`src/rtl/ct_prio_pkg.sv`:
```
// Shared types, limits and helpers for the ct_prio LRG arbiter family.
package ct_prio_pkg;

  localparam int unsigned MAX_NUM   = 16;
  localparam int unsigned IDX_W     = 4;
  localparam int unsigned AGE_W_DEF = 4;
  localparam int unsigned AGE_MAX   = (1 << AGE_W_DEF) - 1;

  typedef enum logic {
    LK_IDLE,
    LK_BURST
  } lock_st_e;

  // OR of set-bit positions; exact for one-hot or zero inputs
  function automatic logic [IDX_W-1:0] onehot_to_idx(input logic [MAX_NUM-1:0] oh);
    logic [IDX_W-1:0] idx;
    idx = '0;
    for (int unsigned i = 0; i < MAX_NUM; i++) begin
      if (oh[i]) idx = idx | IDX_W'(i);
    end
    return idx;
  endfunction

endpackage

```
`src/rtl/ct_prio_matrix.sv`:
```
// Least-recently-granted priority matrix: row i bit j set means j beats i.
module ct_prio_matrix #(
  parameter int unsigned NUM = 4
) (
  input  logic           clk,
  input  logic           rst_b,
  input  logic [NUM-1:0] cand,
  input  logic           upd_vld,
  input  logic [NUM-1:0] upd_onehot,
  output logic [NUM-1:0] sel
);

  logic [NUM-1:0] prio [NUM];

  always_ff @(posedge clk or negedge rst_b) begin
    if (!rst_b) begin
      for (int unsigned i = 0; i < NUM; i++) begin
        for (int unsigned j = 0; j < NUM; j++) begin
          prio[i][j] <= (j < i);
        end
      end
    end else if (upd_vld) begin
      // winner's row: everyone beats it; winner's column: it beats nobody
      for (int unsigned i = 0; i < NUM; i++) begin
        if (upd_onehot[i]) prio[i] <= ~upd_onehot;
        else               prio[i] <= prio[i] & ~upd_onehot;
      end
    end
  end

  always_comb begin
    sel = '0;
    for (int unsigned i = 0; i < NUM; i++) begin
      sel[i] = cand[i] & ~|(cand & prio[i]);
    end
  end

endmodule

```
`src/rtl/ct_prio_arb_lock.sv`:
```
// LRG matrix arbiter with multi-beat grant lock, urgent class and starvation ageing.
module ct_prio_arb_lock
  import ct_prio_pkg::*;
#(
  parameter int unsigned NUM    = 4,
  parameter int unsigned AGE_W  = AGE_W_DEF,
  parameter int unsigned AGE_TH = 12
) (
  input  logic           clk,
  input  logic           rst_b,
  input  logic [NUM-1:0] req,
  input  logic [NUM-1:0] urgent,
  input  logic [NUM-1:0] req_last,
  input  logic           accept,
  input  logic           flush,
  output logic [NUM-1:0] gnt,
  output logic           gnt_vld,
  output logic           locked
);

  localparam logic [AGE_W-1:0] AGE_SAT = '1;

  lock_st_e         lock_st;
  logic [IDX_W-1:0] lock_id;
  logic [AGE_W-1:0] age [NUM];

  logic [NUM-1:0]     aged, hi, cand, sel, lock_oh, gnt_int;
  logic [MAX_NUM-1:0] gnt_ext;
  logic               xfer, last_beat, upd_vld;

  always_comb begin
    aged    = '0;
    lock_oh = '0;
    for (int unsigned i = 0; i < NUM; i++) begin
      aged[i]    = (32'(age[i]) >= AGE_TH);
      lock_oh[i] = (lock_id == IDX_W'(i));
    end
  end

  assign hi   = req & (urgent | aged);
  assign cand = (|hi) ? hi : req;

  ct_prio_matrix #(.NUM(NUM)) u_matrix (
    .clk        (clk),
    .rst_b      (rst_b),
    .cand       (cand),
    .upd_vld    (upd_vld),
    .upd_onehot (gnt),
    .sel        (sel)
  );

  // Gate on rst_b so the grant drops in the same cycle reset asserts
  assign gnt_int   = (lock_st == LK_BURST) ? (lock_oh & req) : sel;
  assign gnt       = rst_b ? gnt_int : '0;
  assign gnt_vld   = |gnt;
  assign locked    = (lock_st == LK_BURST);
  assign xfer      = gnt_vld & accept;
  assign last_beat = |(gnt & req_last);
  assign upd_vld   = xfer & last_beat & ~flush;

  always_comb begin
    gnt_ext          = '0;
    gnt_ext[NUM-1:0] = gnt;
  end

  always_ff @(posedge clk or negedge rst_b) begin
    if (!rst_b) begin
      lock_st <= LK_IDLE;
      lock_id <= '0;
    end else if (flush) begin
      lock_st <= LK_IDLE;
    end else if (xfer) begin
      if (last_beat) begin
        lock_st <= LK_IDLE;
      end else begin
        lock_st <= LK_BURST;
        lock_id <= onehot_to_idx(gnt_ext);
      end
    end
  end

  always_ff @(posedge clk or negedge rst_b) begin
    if (!rst_b) begin
      for (int unsigned i = 0; i < NUM; i++) age[i] <= '0;
    end else begin
      for (int unsigned i = 0; i < NUM; i++) begin
        if (flush || !req[i]) begin
          age[i] <= '0;
        end else if (xfer && gnt[i]) begin
          if (last_beat) age[i] <= '0;
        end else if (age[i] != AGE_SAT) begin
          age[i] <= age[i] + 1'b1;
        end
      end
    end
  end

  a_gnt_onehot: assert property (@(posedge clk) disable iff (!rst_b) $onehot0(gnt));
  a_lock_req_held: assert property (@(posedge clk) disable iff (!rst_b) locked |-> |(lock_oh & req));

endmodule

```
`config.mk`:
```
export PLATFORM = sky130hd
export DESIGN_NAME = ct_prio_arb_lock
export DESIGN_NICKNAME = d
export VERILOG_FILES = /design/src/rtl/ct_prio_pkg.sv /design/src/rtl/ct_prio_matrix.sv /design/src/rtl/ct_prio_arb_lock.sv
export SDC_FILE = /design/constraint.sdc
export NUM_CORES = 1
export LEC_CHECK = 0
export ABC_AREA = 1
export CORE_MARGIN = 2
export CORE_UTILIZATION = 50
export DETAILED_ROUTE_END_ITERATION = 6
export PLACE_DENSITY = 0.72
export SYNTH_ARGS = -nofsm -noshare
export SYNTH_HDL_FRONTEND = slang
export SYNTH_HIERARCHICAL = 1
export SYNTH_SLANG_ARGS = --single-unit
```
`constraint.sdc`:
```
create_clock -name clk -period 3.3 [get_ports clk]
set_clock_uncertainty 0.2 [all_clocks]
set_input_delay 0.33 -clock clk [delete_from_list [all_inputs] [get_ports clk]]
set_output_delay 0.33 -clock clk [all_outputs]
set_load 0.05 [all_outputs]
```
* Word-level counts from Yosys, hierarchy flattened
Index checks and enable logic that the tools add are counted. Widths: inputs -> output; s select.
Storage, ports and cells: register bits after elaboration 37, latch bits 0, bits in writable memories 0, ROM bits 0, input port bits 16, output and inout port bits 6, logic and storage cells 111, memories 0
Cells by class: add/sub/neg operators 4, multipliers 0, divide/modulo/power cells 0, $lt $le $gt $ge 4, equal/unequal tests 11, shift operators 0, muxes and demuxes 26, bitwise gates (word level) 22, reduce and logical (&&, ||, !) cells 34
Operator list (number):
- $mux 4 | 20
- $and 4x4->4 | 11
- $reduce_or 4->1 | 7
- $add 4x1->4 const B | 4
- $ge 4x4->1 const B | 4
- $ne 4x4->1 const B | 4
- $ne 3x3->1 const B | 4
- $reduce_bool 3->1 | 4
- $eq 4x2->1 const B | 2
- $logic_not 1->1 | 8
- $reduce_and 2->1 | 4
- $and 1x1->1 | 7
- $eq 4x1->1 const B | 1
- $logic_and 1x1->1 | 4
- $logic_not 4->1 | 1
- $logic_or 1x1->1 | 4
- $mux 1 | 4
- $mux 2 | 2
- $not 4->4 | 1
- $or 4x4->4 | 1
- $reduce_and 3->1 | 1
- $not 1->1 | 2
- $reduce_bool 2->1 | 1

* Depth between registers and ports, before layout
depth in word-level cells 16, depth in mapped cells 19, mapped depth without buffers 19

* Hierarchy
The synthesis kept the hierarchy.
By module, submodules not included:
- ct_prio_arb_lock | times used 1, cells an instance 212, area each 1415.1 µm², seq. area each 475.5 µm²
- ct_prio_matrix | times used 1, cells an instance 101, area each 738.2 µm², seq. area each 407.9 µm²

* Worst setup path before layout
No wires, ideal clock.
path kind register to register, start point register age[10] in the netlist's numbering, end point register u_matrix/prio[13] in the netlist's numbering, library setup time 0.116 ns, data arrival time 3.230 ns, data required time 2.984 ns, setup slack -0.246 ns, stages on the path, launching flop included 17, path buffers 1, clock period less this slack 3.546 ns, path through dfrtp_1 > a21oi_1 > or2_2 > o2111ai_1 > o21ai_0 > nand3_1 > nor2_1 > o21ai_1 > a21oi_1 > nand2_1 > nand2_1 > nor2_4 > nor3_1 > buf_2 > nand2_1 > nand2_1 > inv_1
On the way: word-level cells in the longest chain between the ends 15, elaborated cells between the ends (all ways) 32, those cells by class order compare (1); mux (4); bitwise (16); reduce/logical (11)
RTL lines:
- start: declaration | line ct_prio_arb_lock.sv:25 | logic [AGE_W-1:0] age [NUM];
- start signal: indexed assignment | line ct_prio_arb_lock.sv:92 | age[i] <= age[i] + 1'b1;
- $ge 4x4->1 (*) | line ct_prio_arb_lock.sv:35 | aged[i] = (32'(age[i]) >= AGE_TH);
- $or 4x4->4 (*) | line ct_prio_arb_lock.sv:40 | assign hi = req & (urgent | aged);
- $and 4x4->4 (*) | line ct_prio_arb_lock.sv:40
- $reduce_or 4->1 | line ct_prio_arb_lock.sv:41 | assign cand = (|hi) ? hi : req;
- $mux 4 (*) | line ct_prio_arb_lock.sv:41
- net cand[1] | line ct_prio_arb_lock.sv:27 | logic [NUM-1:0] aged, hi, cand, sel, lock_oh, gnt_int;
- $and 4x4->4 | line ct_prio_matrix.sv:34 | sel[i] = cand[i] & ~|(cand & prio[i]);
- $reduce_or 4->1 | line ct_prio_matrix.sv:34
- [2 not listed]
- net sel[1] | line ct_prio_arb_lock.sv:27
- $mux 4 (*) | line ct_prio_arb_lock.sv:53 | assign gnt_int = (lock_st == LK_BURST) ? (lock_oh & req) : sel;
- $mux 4 (*) | line ct_prio_arb_lock.sv:54 | assign gnt = rst_b ? gnt_int : '0;
- net gnt[1] | line ct_prio_arb_lock.sv:16 | output logic [NUM-1:0] gnt,
- $reduce_or 4->1 or $and 4x4->4 (tied branches) | line ct_prio_arb_lock.sv:55, ct_prio_arb_lock.sv:58
- $and 1x1->1 or $reduce_or 4->1 (tied branches) | line ct_prio_arb_lock.sv:57, ct_prio_arb_lock.sv:58
- $and 1x1->1 (*) (2 in a row) | line ct_prio_arb_lock.sv:59 | assign upd_vld = xfer & last_beat & ~flush;
- net upd_vld | line ct_prio_arb_lock.sv:29 | logic xfer, last_beat, upd_vld;
- end signal: indexed assignment | line ct_prio_matrix.sv:19 | prio[i][j] <= (j < i);
- end signal: indexed assignment | line ct_prio_matrix.sv:25 | if (upd_onehot[i]) prio[i] <= ~upd_onehot;
- end signal: indexed assignment | line ct_prio_matrix.sv:26 | else prio[i] <= prio[i] & ~upd_onehot;
- end: declaration | line ct_prio_matrix.sv:13 | logic [NUM-1:0] prio [NUM];
Mark *: on every way through the listed nets, which the timed path passes. The rest lies on a longest branch. A chain may end at the register's enable or synchronous reset.

* Final worst setup path
start point input port req[1], end point output port gnt_vld
On the way: word-level cells in the longest chain between the ends 10, elaborated cells between the ends (all ways) 23, those cells by class mux (3); bitwise (10); reduce/logical (10)
RTL lines:
- start: declaration | line ct_prio_arb_lock.sv:11 | input logic [NUM-1:0] req,
- $and 4x4->4 | line ct_prio_arb_lock.sv:40
- $reduce_or 4->1 | line ct_prio_arb_lock.sv:41
- $mux 4 | line ct_prio_arb_lock.sv:41
- net cand[2] | line ct_prio_arb_lock.sv:27
- $and 4x4->4 | line ct_prio_matrix.sv:34
- $reduce_or 4->1 | line ct_prio_matrix.sv:34
- $logic_not 1->1 | line ct_prio_matrix.sv:34
- $and 1x1->1 | line ct_prio_matrix.sv:34
- net sel[3] | line ct_prio_arb_lock.sv:27
- $mux 4 | line ct_prio_arb_lock.sv:53
- $mux 4 | line ct_prio_arb_lock.sv:54
- $reduce_or 4->1 | line ct_prio_arb_lock.sv:55 | assign gnt_vld = |gnt;
- end: declaration | line ct_prio_arb_lock.sv:17 | output logic gnt_vld,
The timed path passes the listed nets, and every way through them passes these cells.

==> out/qor.yml <==
finish:
  fin_nets: 378
  n_antenna_cell: 0
  final_common_cell: "nand2_1"
  syn_to_final_growth_pct: 26.7
  stdcell_count: 408
  drive_gt1_share_pct: 17.9
  final_cell_mix: "nand2_1, inv_1, dfrtp_1"
  final_util_pct: 66.8
critical_path:
  arrival_ns: 2.53
  worstPathCellList: "clkdlybuf4s50_1 > inv_1 > or2_2 > o2111ai_1 > buf_4 > a21oi_2 > nand2_1 > nand2_1 > nor2_1 > inv_1 > nand2_2 > nand4_1 > nand2_1 > buf_4 > inv_1 > nand2_2 > buf_12"
  start_kind: "primary input"
  critPathBufInv: 7
  cp.required_ns: 2.77
  cp_max_fo: 4
  end_kind: "primary output"
  cpPeakStageDelay_ns: 0.49
  crit_family: "buffers and inverters"
  critical_path_class: "primary input to primary output"
  slowest_stage: "clkdlybuf4s50_1"
timing:
  slew_viol_final: 0
  grt_setup_unrepaired: "true"
  min_period_over_period_pct: 92.8
  fmax_ghz: 0.327
  finalSetupViolCount: 0
  worst_pin_slew_ns: 0.493
  timing.final.crit_period_ns: 3.06
  hold_viol_final: 0
  fin_ws_ns: 0.237
  slew_headroom_pct: 67.0
die:
  initial_utilization_pct: 52.7
  coreArea_um2: 4090
  die_h_um: 69.6
  boundaryPins: 22
  dieArea_um2: 4850
  fp.dieW_um: 69.6
  row_count: 23
clock_tree:
  h-tree-depth: 2
  clock_latency_ns: 0.29
  clk_pin_slew_worst_paths_ns: 0.07
  cts_buffers: 5
  cts_tree: "built"
  cts.sinks: 35
  cts.path.max_buffers: 2
  clock-root-buffer: "clkbuf_8"
grt:
  grt_first_pass_wirelength_um: 9110
  antenna_found_initial: 0
  grt_start_max_net_pins: 30
  first_global_vias: 1946
  gr-usage-all-layers_pct: 23.3
  overflow: 0
route:
  drtAntennaViolNets: 0
  vias: 2033
  wl_per_cell_um: 12.2
  drt-initial-drc-count: 140
  drt-total-wl_um: 4980
  firstDrtPassIters: 4
  vias_per_cell: 4.98
  drc: 0
yosys:
  synth_cells: 313
  synth_largest_area_cell: "dfrtp_1"
  synthDistinctLibCells: 25
  avgSynthCellArea_um2: 6.88
  synth_seq_area_share_pct: 41.0
  synth.area.top_cells: "dfrtp_1, nand2_1, inv_1, dfstp_2, nand3_1"
  syn-num-nets: 333
  synth_top_area_share_pct: 33.7
  synth_area_um2: 2150
  yosysWarnings: 6
  ys_ff_latch: 35
run:
  max_cap_viol_count: 0
pwr:
  power_density_nw_per_um2: 309
  ir_worst_vdd_mv: 0.158
  leakagePower_nw: 1.55
  total_power_w: 0.000843
placement:
  routabilityCongestion: 0.918
  pre_cts_ws_ns: -0.301
  numPortBuffers: 21
  dpl.cell_count: 400
  dp_hpwl_um: 3860
hold_path:
  hold_path.class: "primary input to asynchronous set/reset pin"
outcome:
  outcome: "finished, final reports clean"
state kept, by name, indices dropped and copies added (netlist names):
| register | count |
|---|---|
| age | 16 |
| lock_id | 2 |
| u_matrix/prio | 16 |
| locked | 1 |
final timing paths:
check	startpoint	end	slack [ns]	cells after the start
max	req[1]	gnt_vld	0.24	17
max reg2reg	age[10]$_DFFE_PN0P_	u_matrix/prio[4]$_DFFE_PN1P_	0.34	18
min reg2reg	u_matrix/prio[6]$_DFFE_PN0P_	u_matrix/prio[6]$_DFFE_PN0P_	0.29	2
min in group clk	u_matrix/prio[6]$_DFFE_PN0P_	u_matrix/prio[6]$_DFFE_PN0P_	0.29	2
min	rst_b	lock_id[0]$_DFFE_PN0P_	0.28	2
max in group asynchronous	rst_b	u_matrix/prio[1]$_DFFE_PN1P_	1.88	3
cell families after synthesis:
group	count (synthesis)	synth area share [%]
compound gates	27	7.09
simple gates	179	36.7
xor+xnor	4	1.63
buf+inv	64	11.3
fa+ha+maj	4	2.32
flops	35	41.0
final cells by class:
cell class / count / area (um^2)
Fill cell: 359 / 1360
Multi-Input combinational cell: 214 / 1060
Sequential cell: 35 / 885
Timing Repair Buffer: 40 / 400
Inverter: 62 / 233
Clock buffer: 6 / 82.6
Tap cell: 50 / 62.6
Clock inverter: 1 / 5.00
metal layers:
metal | vias up | global-route usage [%] | wire, um
met5 | - | 0 | 0
met4 | 0 | 8.97 | 112
met3 | 12 | 5.09 | 290
met2 | 56 | 36.0 | 2270
met1 | 910 | 32.0 | 2310
li1 | 1055 | - | -
cell usage after synthesis (all sizes together):
master	count
xor2	3
ha	4
dfrtp	29
dfstp	6
nor2	22
a21boi	1
o21ai	13
nand2	116
nand3	25
nor4	1
xnor2	1
nor3	2
or2	2
nand4	11
inv	62
a21oi	12
buf	2
o2111ai	1
timing repair:
item | in CTS | in global routing
gates resized for setup | 3 | 9
endpoints found under the hold margin | 6 | 0
hold buffers | 1 | 0
buffers inserted | 0 | 0
setup endpoints to repair | 1 | 22
pin swaps | 0 | 1
metrics by stage:
step / TNS (ns) / cell area [um^2] / hold WS (ns)
6_report: 0 / 2730 / 0.281
4_1_cts: 0 / 2700 / 0.273
5_1_grt: -0.309 / 2730 / 0.304
2_1_floorplan: 0 / 2160 / -0.166
3_5_place_dp: -4.02 / 2600 / 0.0536
3_3_place_gp: -3.18 / 2600 / 0.0492
where the power goes:
| part | internal (W) | switching [W] |
|---|---|---|
| clock network | 0.000164 | 0.000151 |
| registers | 0.000436 | 0.00000702 |
| logic | 0.0000386 | 0.0000478 |
No activity file was read; power rests on OpenSTA's default activity.
